<file path="config.mk">
export PLATFORM = sky130hd
export DESIGN_NAME = muldiv_seq
export DESIGN_NICKNAME = d
export VERILOG_FILES = /design/src/rtl/muldiv_seq.sv
export SDC_FILE = /design/constraint.sdc
export NUM_CORES = 1
export LEC_CHECK = 0
export CAP_MARGIN = 20
export CORE_MARGIN = 5
export CORE_UTILIZATION = 50
export CTS_BUF_LIST = sky130_fd_sc_hd__clkbuf_16
export CTS_CLUSTER_SIZE = 25
export DETAILED_ROUTE_END_ITERATION = 10
export PLACE_DENSITY = 0.77
export SLEW_MARGIN = 20
export SYNTH_ARGS = -nofsm -noshare
export SYNTH_HDL_FRONTEND = slang
export SYNTH_SLANG_ARGS = --single-unit
export TNS_END_PERCENT = 10
</file>
<file path="constraint.sdc">
create_clock -name clk -period 8.7 [get_ports clk]
set_input_delay 1.74 -clock clk [delete_from_list [all_inputs] [get_ports clk]]
set_output_delay 1.74 -clock clk [all_outputs]
set_load 0.05 [all_outputs]
</file>
<file path="src/rtl/muldiv_seq.sv">
// Sequential RV32M multiply/divide unit: one bit per cycle, shift-add multiply, restoring divide.
// Define MULDIV_FAST_EN to finish divide-by-zero, signed overflow and zero-operand multiplies in one cycle.
module muldiv_seq #(
  parameter  int WIDTH = 32,
  localparam int CW    = $clog2(WIDTH) + 1
) (
  input  logic             clk,
  input  logic             rst_n,
  input  logic             flush,
  input  logic             in_valid,
  output logic             in_ready,
  input  logic [2:0]       op,
  input  logic [WIDTH-1:0] a,
  input  logic [WIDTH-1:0] b,
  output logic             out_valid,
  input  logic             out_ready,
  output logic [WIDTH-1:0] result,
  output logic             zero,
  output logic             negative,
  output logic             div_by_zero,
  output logic             busy
);

  typedef enum logic [1:0] {S_IDLE, S_CALC, S_FIX, S_DONE} state_t;

  localparam logic [CW-1:0] LAST = CW'(WIDTH - 1);

  state_t               r_state, w_state_nxt;
  logic [2:0]           r_op;
  logic [WIDTH-1:0]     r_a, r_b;
  logic [2*WIDTH-1:0]   r_acc;
  logic [CW-1:0]        r_cnt;
  logic                 r_neg, r_sign_a, r_dbz;
  logic [WIDTH-1:0]     r_result;
  logic                 r_zero, r_negative, r_div_by_zero;

  logic                 w_sa_en, w_sb_en, w_a_neg, w_b_neg, w_dbz_in, w_fast;
  logic [WIDTH-1:0]     w_a_abs, w_b_abs;
  logic [WIDTH:0]       w_mul_sum, w_trial;
  logic                 w_ge;
  logic [WIDTH-1:0]     w_diff;
  logic [2*WIDTH-1:0]   w_prod;
  logic [WIDTH-1:0]     w_quo, w_rem, w_fix_res;

  assign in_ready    = (r_state == S_IDLE);
  assign busy        = (r_state != S_IDLE);
  assign out_valid   = (r_state == S_DONE);
  assign result      = r_result;
  assign zero        = r_zero;
  assign negative    = r_negative;
  assign div_by_zero = r_div_by_zero;

  // MULH, MULHSU, DIV, REM treat rs1 as signed; MULH, DIV, REM also rs2
  assign w_sa_en  = (op == 3'b001) | (op == 3'b010) | (op == 3'b100) | (op == 3'b110);
  assign w_sb_en  = (op == 3'b001) | (op == 3'b100) | (op == 3'b110);
  assign w_a_neg  = w_sa_en & a[WIDTH-1];
  assign w_b_neg  = w_sb_en & b[WIDTH-1];
  assign w_a_abs  = w_a_neg ? -a : a;
  assign w_b_abs  = w_b_neg ? -b : b;
  assign w_dbz_in = op[2] & (b == '0);

  assign w_mul_sum = {1'b0, r_acc[2*WIDTH-1:WIDTH]} + {1'b0, (r_b[0] ? r_a : {WIDTH{1'b0}})};
  assign w_trial   = {r_acc[2*WIDTH-1:WIDTH], r_a[WIDTH-1]};
  assign w_ge      = (w_trial >= {1'b0, r_b});
  assign w_diff    = w_trial[WIDTH-1:0] - r_b;

`ifdef MULDIV_FAST_EN
  logic             w_ovf_in, w_mz_in;
  logic [WIDTH-1:0] w_fast_res;
  assign w_ovf_in   = op[2] & ~op[0] & (a == {1'b1, {(WIDTH-1){1'b0}}}) & (&b);
  assign w_mz_in    = ~op[2] & ((a == '0) | (b == '0));
  assign w_fast     = w_dbz_in | w_ovf_in | w_mz_in;
  assign w_fast_res = w_dbz_in ? (op[1] ? a : {WIDTH{1'b1}}) :
                      w_ovf_in ? (op[1] ? {WIDTH{1'b0}} : a) : {WIDTH{1'b0}};
`else
  assign w_fast = 1'b0;
`endif

  // divide-by-zero quotient overrides the sign-corrected all-ones pattern
  always_comb begin
    w_prod = r_neg ? -r_acc : r_acc;
    w_quo  = r_neg ? -r_acc[WIDTH-1:0] : r_acc[WIDTH-1:0];
    if (r_dbz) w_quo = {WIDTH{1'b1}};
    w_rem  = r_sign_a ? -r_acc[2*WIDTH-1:WIDTH] : r_acc[2*WIDTH-1:WIDTH];
    case (r_op)
      3'b000:                 w_fix_res = w_prod[WIDTH-1:0];
      3'b001, 3'b010, 3'b011: w_fix_res = w_prod[2*WIDTH-1:WIDTH];
      3'b100, 3'b101:         w_fix_res = w_quo;
      default:                w_fix_res = w_rem;
    endcase
  end

  always_comb begin
    w_state_nxt = r_state;
    if (flush) begin
      w_state_nxt = S_IDLE;
    end else begin
      case (r_state)
        S_IDLE: if (in_valid) w_state_nxt = w_fast ? S_DONE : S_CALC;
        S_CALC: if (r_cnt == LAST) w_state_nxt = S_FIX;
        S_FIX:  w_state_nxt = S_DONE;
        S_DONE: if (out_ready) w_state_nxt = S_IDLE;
        default: w_state_nxt = S_IDLE;
      endcase
    end
  end

  always_ff @(posedge clk or negedge rst_n) begin
    if (!rst_n) r_state <= S_IDLE;
    else        r_state <= w_state_nxt;
  end

  always_ff @(posedge clk or negedge rst_n) begin
    if (!rst_n) begin
      r_op          <= '0;
      r_a           <= '0;
      r_b           <= '0;
      r_acc         <= '0;
      r_cnt         <= '0;
      r_neg         <= 1'b0;
      r_sign_a      <= 1'b0;
      r_dbz         <= 1'b0;
      r_result      <= '0;
      r_zero        <= 1'b0;
      r_negative    <= 1'b0;
      r_div_by_zero <= 1'b0;
    end else if (!flush) begin
      case (r_state)
        S_IDLE: if (in_valid) begin
          r_op     <= op;
          r_a      <= w_a_abs;
          r_b      <= w_b_abs;
          r_neg    <= w_a_neg ^ w_b_neg;
          r_sign_a <= w_a_neg;
          r_dbz    <= w_dbz_in;
          r_acc    <= '0;
          r_cnt    <= '0;
`ifdef MULDIV_FAST_EN
          if (w_fast) begin
            r_result      <= w_fast_res;
            r_zero        <= (w_fast_res == '0);
            r_negative    <= w_fast_res[WIDTH-1];
            r_div_by_zero <= w_dbz_in;
          end
`endif
        end
        S_CALC: begin
          r_cnt <= r_cnt + CW'(1);
          if (r_op[2]) begin
            r_acc <= {(w_ge ? w_diff : w_trial[WIDTH-1:0]), r_acc[WIDTH-2:0], w_ge};
            r_a   <= r_a << 1;
          end else begin
            r_acc <= {w_mul_sum, r_acc[WIDTH-1:1]};
            r_b   <= r_b >> 1;
          end
        end
        S_FIX: begin
          r_result      <= w_fix_res;
          r_zero        <= (w_fix_res == '0);
          r_negative    <= w_fix_res[WIDTH-1];
          r_div_by_zero <= r_dbz;
        end
        default: ;
      endcase
    end
  end

endmodule
</file>
==> flow_metrics.env, run 1 <==
export IMPL_yosys_area_share_adder=0.06055
export IMPL_ir_drop_mv=0.1917
export IMPL_ys_seq_area_frac=0.2761
export IMPL_portBuffers=109
export IMPL_p_per_area_mw_per_mm2=423.5
export IMPL_synth_edff_count=0
export IMPL_syn_nets=2206
export IMPL_ys_ff_latch=176
export IMPL_max_slew_worst_pin_slew_ps=1120
export IMPL_cp_end_kind="flop"
export IMPL_combPwrFrac=0.685
export IMPL_syn_to_final_growth_pct=11.59
export IMPL_yosysWarnings=0
export IMPL_numCtsBuffers=17
export IMPL_finClkSkew_ps=10.44
export IMPL_status="completed"
export IMPL_cts_tree="built"
export IMPL_worst_path_max_fanout=34
export IMPL_synth_cells=2058
export IMPL_slew_headroom=0.2506
export IMPL_drt_wl_total_microns=57240
export IMPL_synth_xor_area_frac=0.07852
export IMPL_ys_async_sr_fraction=1.000
export IMPL_post_cts_resized=0
export IMPL_grtUsageMet3=0.04465
export IMPL_num_rows=65
export IMPL_finalCritPeriodShare=0.5547
export IMPL_grt_pass1_wl_microns=87160
export IMPL_synth_top_cells_by_area="dfrtp_1 (28%), o21ai_0 (6.7%), ha_1 (5.8%)"
export IMPL_synth_area_leader_cell="dfrtp_1"
export IMPL_r2r_start="r_b[0]$_DFFE_PN0P_"
export IMPL_holdPathEnd="result[29]$_DFFE_PN0P_"
export IMPL_post_route_util=0.5641
export IMPL_nNetsFinal=2216
export IMPL_cts_root_buf="clkbuf_16"
export IMPL_r2r_cells=13
export IMPL_seqPwrFrac=0.207
export IMPL_rsz0062_at_grt="false"
export IMPL_diodes=0
export IMPL_cts_setup_buffers=0
export IMPL_routed_via_count=16060
export IMPL_fmax_mhz=207.2
export IMPL_synth_compound_area_frac=0.2778
export IMPL_synthFlopType="dfrtp_1"
export IMPL_fin_ws_ps=3874
export IMPL_use_met2=0.5157
export IMPL_grt_util_met1=0.3957
export IMPL_r2r_setup_slack_ps=3870
export IMPL_worstHoldStart="result[29]$_DFFE_PN0P_"
export IMPL_pin_count=110
export IMPL_hold_path_class="flop to flop"
export IMPL_internal_power_w=0.003365
export IMPL_drcViolationCount=0
export IMPL_p_leak_nw=7.703
export IMPL_power_frac_clock=0.108
export IMPL_antenna_found_initial=0
export IMPL_syn_area_sq_mm=0.01595
export IMPL_yosysTopAreaCellShare=0.2761
export IMPL_grt_max_degree=93
export IMPL_arrival_ps=5170
export IMPL_hpwl_microns=43470
export IMPL_swShare=0.5536
export IMPL_viasPerCell=6.470
export IMPL_die_area_sq_mm=0.03558
export IMPL_synth_top_family_by_area="compound AO/OA/AOI/OAI gates"
export IMPL_clockBufferDepth=2
export IMPL_cts_sinks=176
export IMPL_slew_viol_final=0
export IMPL_maxCapViolations=0
export IMPL_power_switching_w=0.004173
export IMPL_report_power_total_w=0.007538
export IMPL_synth_cell_types=82
export IMPL_wl_per_cell_microns=23.05
export IMPL_dp_slack_ps=3492
export IMPL_grt_overflow=0
export IMPL_drtAntennaViolNets=0
export IMPL_path_class="flop to flop"
export IMPL_drive_above_1_share=0.05815
export IMPL_hold_violations=0
export IMPL_synthSimpleGateAreaFrac=0.2092
export IMPL_synth_mux_area_frac=0.04620
export IMPL_die_y_microns=188.6
export IMPL_clkLatencyLatePin_ps=470
export IMPL_cts_hold_buf=0
export IMPL_grt_total_usage=0.3136
export IMPL_drtIter0Drc=1497
export IMPL_die_x_microns=188.6
export IMPL_fin_crit_ps=4826
export IMPL_h_tree_depth=4
export IMPL_grt_busiest_layer="met2"
export IMPL_core_area_sq_mm=0.03156
export IMPL_grt_pass1_vias=14970
export IMPL_start_kind="flop"
export IMPL_finalSetupViolCount=0
export IMPL_path_clk_slew_ps=70
export IMPL_globalplace_congestion=0.9852
export IMPL_syn_avg_cell_area_sq_um=7.751
export IMPL_required_ps=9050
export IMPL_drt_pass1_iter_count=7
export IMPL_final_setup_tns_ps=0
export IMPL_floorplan_initialDensity=0.5055
export IMPL_timing_rr_end="r_acc[60]$_DFFE_PN0P_"
export IMPL_min_path_cells=2
==> cell type report <==
cell class                 count  area (sq um)
clock buffer                  17         425.4
clock inverter                15         178.9
fill                        2932         13750
inverter                      70         262.8
multi-input combinational   1671         10760
sequential                   176          4405
tap                          402         503.0
timing repair buffer         132          1265
==> logic make-up (layout without fill, tap and decap cells) <==
logic type / Yosys count / count (layout)
buffers and inverters: 211 / 234
XOR/XNOR: 143 / 143
flip-flops: 176 / 176
AND/OR/NAND/NOR: 676 / 676
AO/OA/AOI/OAI: 705 / 705
multiplexers: 71 / 71
adder cells (fa/ha/maj): 76 / 76
==> power by group through the flow <==
| stage | Sequential [W] | Combinational [W] | Clock (W) |
|---|---|---|---|
| 6_report | 0.00156 | 0.00516 | 0.000817 |
| 5_1_grt | 0.00159 | 0.00554 | 0.000857 |
| 4_1_cts | 0.00154 | 0.00507 | 0.000830 |
| 3_5_place_dp | 0.00156 | 0.00505 | 0 |
| 3_3_place_gp | 0.00154 | 0.00502 | 0 |
| 2_1_floorplan | 0.00153 | 0.00347 | 0 |
==> cells in the mapped netlist, types with 5 or more instances <==
library cell and instances:
a211o_1 6, clkbuf_1 118, or2_2 11, nand2_1 238, nor4_1 17, nor2b_1 11
a221oi_1 10, o31ai_1 64, o2111ai_1 7, dfrtp_1 176, o21ai_0 213, and4_1 6
or4_1 17, ha_1 74, a22oi_1 10, a41oi_1 5, o22ai_1 10, nor2_1 144
o41ai_1 13, o21bai_1 11, a31oi_1 21, nand2b_1 11, and2_1 43, mux2_2 21
nand3_1 40, a221o_1 5, xor2_1 68, xnor2_1 75, inv_1 69, o211ai_1 17
a211oi_1 13, o21a_1 21, nand4_1 21, nor3_1 43, a21oi_1 184, buf_1 15
or3_1 34, mux2i_1 50, and3_1 14, a21o_1 41
==> worst max-delay path, stage by stage (launching register included) <==
cell and delay, ps:
dfrtp_1 910, ha_1 310, inv_1 60, fa_1 420, a211o_1 310, a2111o_1 380
a2111oi_0 630, o31ai_1 260, a21boi_0 410, o21ai_0 230, a21oi_1 210, xor2_1 180
o211ai_1 120, a32o_1 300
==> cell usage in the layout (no fill, tap or decap), types with 21 or more instances in the layout <==
master           count
o21ai_0            212
o21a_1              21
or3_1               34
nand4_1             21
o31ai_1             64
dfrtp_1            175
ha_1                73
mux2_2              21
a21oi_1            183
nand3_1             40
nor3_1              42
mux2i_1             50
inv_1               69
xor2_1              68
a21o_1              40
clkdlybuf4s50_1    108
a31oi_1             21
nand2_1            238
buf_4               23
and2_1              43
xnor2_1             75
nor2_1             144
==> worst max-delay path by stage <==
| stage | to | slack, ps | cells after the start | startpoint |
|---|---|---|---|---|
| 6_report | r_acc[60]$_DFFE_PN0P_ | 3870 | 13 | r_b[0]$_DFFE_PN0P_ |
| 3_5_place_dp | r_b[23]$_DFFE_PN0P_ | 3490 | 11 | b[8] |
| 4_1_cts | r_acc[60]$_DFFE_PN0P_ | 3900 | 13 | r_b[0]$_DFFE_PN0P_ |
| 3_3_place_gp | r_b[23]$_DFFE_PN0P_ | 3550 | 11 | b[8] |
| 5_1_grt | r_acc[60]$_DFFE_PN0P_ | 3560 | 13 | r_b[0]$_DFFE_PN0P_ |
| 2_1_floorplan | r_b[23]$_DFFE_PN0P_ | 4160 | 10 | b[10] |
==> stage by stage <==
step	instances	cell area, sq um	hold WS, ps
after global routing	2483	17800	504.4
after CTS	2483	17800	485.5
after detailed placement	2451	17200	470.0
final	2483	17800	475.5
after floorplan	2058	15950	458.0
after global placement	2451	17200	459.2
==> registers in the layout (all words and copies together) (netlist names) <==
register and flops:
r_neg 1, r_b 32, r_a 32, result 32, r_cnt 6, r_acc 64
div_by_zero 1, r_dbz 1, r_state 2, r_op 3, r_sign_a 1, zero 1
==> metal layers <==
layer	wire [microns]	vias to the layer above
met5	0	-
met1	23320	7625
met4	3547	0
met3	3695	175
met2	26670	712
li1	-	7552
Power figures use the tool's default switching activity.
==> run 2, diff against run 1 <==
clock period = 5 ns   (was 8.7 ns; I/O delays follow)
==> run 2 against run 1 <==
  * Clock power is 68% higher
  * Utilization is 0.54 points higher
  * Sequential power is 66% higher
  * Total power is 74% higher
  * Non-clock buffer count is 24 higher
  * Via count is 0.65% higher
  * First-iteration DRC count is 3.9% higher
  * Die area stayed put
  * Hold slack better by 2.9 ps
  * Critical endpoint is now zero$_DFFE_PN0P_
  * Highest routed layer unchanged
==> flow_metrics.env, run 2 (synthesis results as in run 1) <==
export IMPL_die_x_microns=188.6
export IMPL_swShare=0.5526
export IMPL_final_setup_tns_ps=0
export IMPL_slew_viol_final=0
export IMPL_path_class="flop to flop"
export IMPL_power_frac_clock=0.104
export IMPL_cts_tree="built"
export IMPL_drtAntennaViolNets=0
export IMPL_drive_above_1_share=0.06888
export IMPL_timing_rr_end="zero$_DFFE_PN0P_"
export IMPL_design_area_sq_mm=0.01797
export IMPL_seqPwrFrac=0.197
export IMPL_combPwrFrac=0.699
export IMPL_cts_hold_buf=0
export IMPL_viasPerCell=6.450
export IMPL_h_tree_depth=4
export IMPL_place_area_sq_mm=0.01738
export IMPL_hold_violations=0
export IMPL_finalCritPeriodShare=0.8570
export IMPL_clockBufferDepth=2
export IMPL_drtIter0Drc=1555
export IMPL_grt_pass1_wl_microns=86520
export IMPL_p_leak_nw=7.823
export IMPL_finClkSkew_ps=11.14
export IMPL_drt_wl_total_microns=55070
export IMPL_fin_crit_ps=4285
export IMPL_path_clk_slew_ps=80
export IMPL_grt_total_usage=0.3053
export IMPL_maxCapViolations=0
export IMPL_pin_count=110
export IMPL_drcViolationCount=0
export IMPL_cts_sinks=176
export IMPL_cpMaxStageDelayCell="dfrtp_1"
export IMPL_start_kind="flop"
export IMPL_cts_root_buf="clkbuf_16"
export IMPL_worstPathCellList="inv_1 > ha_1 > nor3b_1 > nand4_1 > or3_1 > o31ai_4 > xnor2_1 > a221o_1 > nor4b_2 > nand3_1 > or4_1 > o31ai_1"
export IMPL_core_area_sq_mm=0.03156
export IMPL_crit_path_start="r_acc[33]$_DFFE_PN0P_"
export IMPL_diodes=0
export IMPL_antenna_found_initial=0
export IMPL_grt_max_degree=111
export IMPL_portBuffers=109
export IMPL_post_layout_nonfiller_instances=2507
export IMPL_p_per_area_mw_per_mm2=730.1
export IMPL_drt_pass1_iter_count=6
export IMPL_cp_end_kind="flop"
export IMPL_fmax_mhz=233.4
export IMPL_regMostFlops="r_acc"
export IMPL_die_y_microns=188.6
export IMPL_wl_per_cell_microns=21.97
export IMPL_routed_via_count=16170
export IMPL_max_slew_worst_pin_slew_ps=987.6
export IMPL_power_switching_w=0.007251
export IMPL_arrival_ps=4660
export IMPL_floorplan_initialDensity=0.5055
export IMPL_most_common_layout_cells="nand2_1 (237), o21ai_0 (213), a21oi_1 (183)"
export IMPL_clkLatencyLatePin_ps=470
export IMPL_r2r_cells=12
export IMPL_nNetsFinal=2240
export IMPL_r2r_start="r_acc[33]$_DFFE_PN0P_"
export IMPL_hold_path_class="flop to flop"
export IMPL_status="completed"
export IMPL_endpoint="zero$_DFFE_PN0P_"
export IMPL_grt_overflow=0
export IMPL_dp_cells=2475
export IMPL_worst_path_max_fanout=10
export IMPL_cpPeakStageDelay_ps=540
export IMPL_slew_headroom=0.3416
export IMPL_largest_register_ffs=64
export IMPL_grt_pass1_vias=15390
export IMPL_post_cts_resized=0
export IMPL_num_rows=65
export IMPL_numCtsBuffers=17
export IMPL_r2r_setup_slack_ps=720
export IMPL_required_ps=5380
export IMPL_globalplace_congestion=1.015
export IMPL_final_common_cell="nand2_1"
export IMPL_internal_power_w=0.005870
export IMPL_ir_drop_mv=0.4255
export IMPL_finalSetupViolCount=0
export IMPL_die_area_sq_mm=0.03558
export IMPL_syn_to_final_growth_pct=12.67
export IMPL_cts_setup_buffers=0
export IMPL_rsz0062_at_grt="false"
export IMPL_hpwl_microns=41480
[run 2: cell count changes in the layout (fill, tap and decap cells not counted), moves of 2 or more]
cell / before / now
bufinv_16: 3 / 0
clkinvlp_4: 3 / 1
clkinv_2: 2 / 0
clkinv_8: 0 / 2
buf_4: 23 / 46
inv_8: 0 / 5
[run 2: per-stage QoR]
step	hold WS (ps)	util	power, W	setup WS (ps)
2_1_floorplan	458.0	-	0.008688	1198
3_3_place_gp	461.2	0.5509	0.01140	527.5
3_5_place_dp	466.7	0.5509	0.01151	443.1
4_1_cts	483.2	0.5694	0.01291	801.1
5_1_grt	509.0	0.5695	0.01395	556.7
6_report	478.3	0.5695	0.01312	715.0
[run 2: how the worst min path moves through the flow]
| stage | start | to | slack (ps) | cells after the start |
|---|---|---|---|---|
| after detailed placement | r_acc[37]$_DFFE_PN0P_ | r_acc[37]$_DFFE_PN0P_ | 470 | 1 |
| after floorplan | r_a[27]$_DFFE_PN0P_ | r_a[27]$_DFFE_PN0P_ | 460 | 2 |
| after CTS | r_acc[37]$_DFFE_PN0P_ | r_acc[37]$_DFFE_PN0P_ | 480 | 1 |
| after global routing | result[7]$_DFFE_PN0P_ | result[7]$_DFFE_PN0P_ | 510 | 2 |
| after global placement | result[7]$_DFFE_PN0P_ | result[7]$_DFFE_PN0P_ | 460 | 2 |
| final | result[7]$_DFFE_PN0P_ | result[7]$_DFFE_PN0P_ | 480 | 2 |
[run 2: power by group through the flow]
stage	registers [W]	logic (W)	clock network, W
2_1_floorplan	0.00266	0.00603	0
3_3_place_gp	0.00256	0.00883	0
3_5_place_dp	0.00259	0.00892	0
4_1_cts	0.00256	0.00896	0.00138
5_1_grt	0.00265	0.00987	0.00144
6_report	0.00259	0.00917	0.00137
[run 2: cell type report]
type                       count  area, sq um
timing repair buffer         156         1460
sequential                   176         4405
clock buffer                  17        425.4
multi-input combinational   1671        10760
tap                          402        503.0
clock inverter                15        157.7
fill                        2947        13580
inverter                      70        262.8
[run 2: worst max-delay path, delay by kind of cell (launching register included)]
| family | cells | cell delay (ps) |
|---|---|---|
| AND/OR/NAND/NOR | 6 | 2100 |
| AO/OA/AOI/OAI | 3 | 910 |
| flip-flops | 1 | 540 |
| adder cells (fa/ha/maj) | 1 | 350 |
| buffers and inverters | 1 | 210 |
| XOR/XNOR | 1 | 80 |
[run 2: metal layers]
| layer | vias to the layer above | routed length, microns | track usage |
|---|---|---|---|
| met2 | 752 | 24360 | 0.4808 |
| met3 | 207 | 4066 | 0.05187 |
| li1 | 7587 | - | - |
| met4 | 0 | 3754 | 0.1805 |
| met1 | 7623 | 22890 | 0.3953 |
| met5 | - | 0 | 0 |
==> run 3, diff against run 2 <==
SKIP_CTS_REPAIR_TIMING = 1   (was default)
TNS_END_PERCENT = default   (was 10)
==> results of run 3 <==
No change in the layout: final DEF, timing and power equal those of run 2.
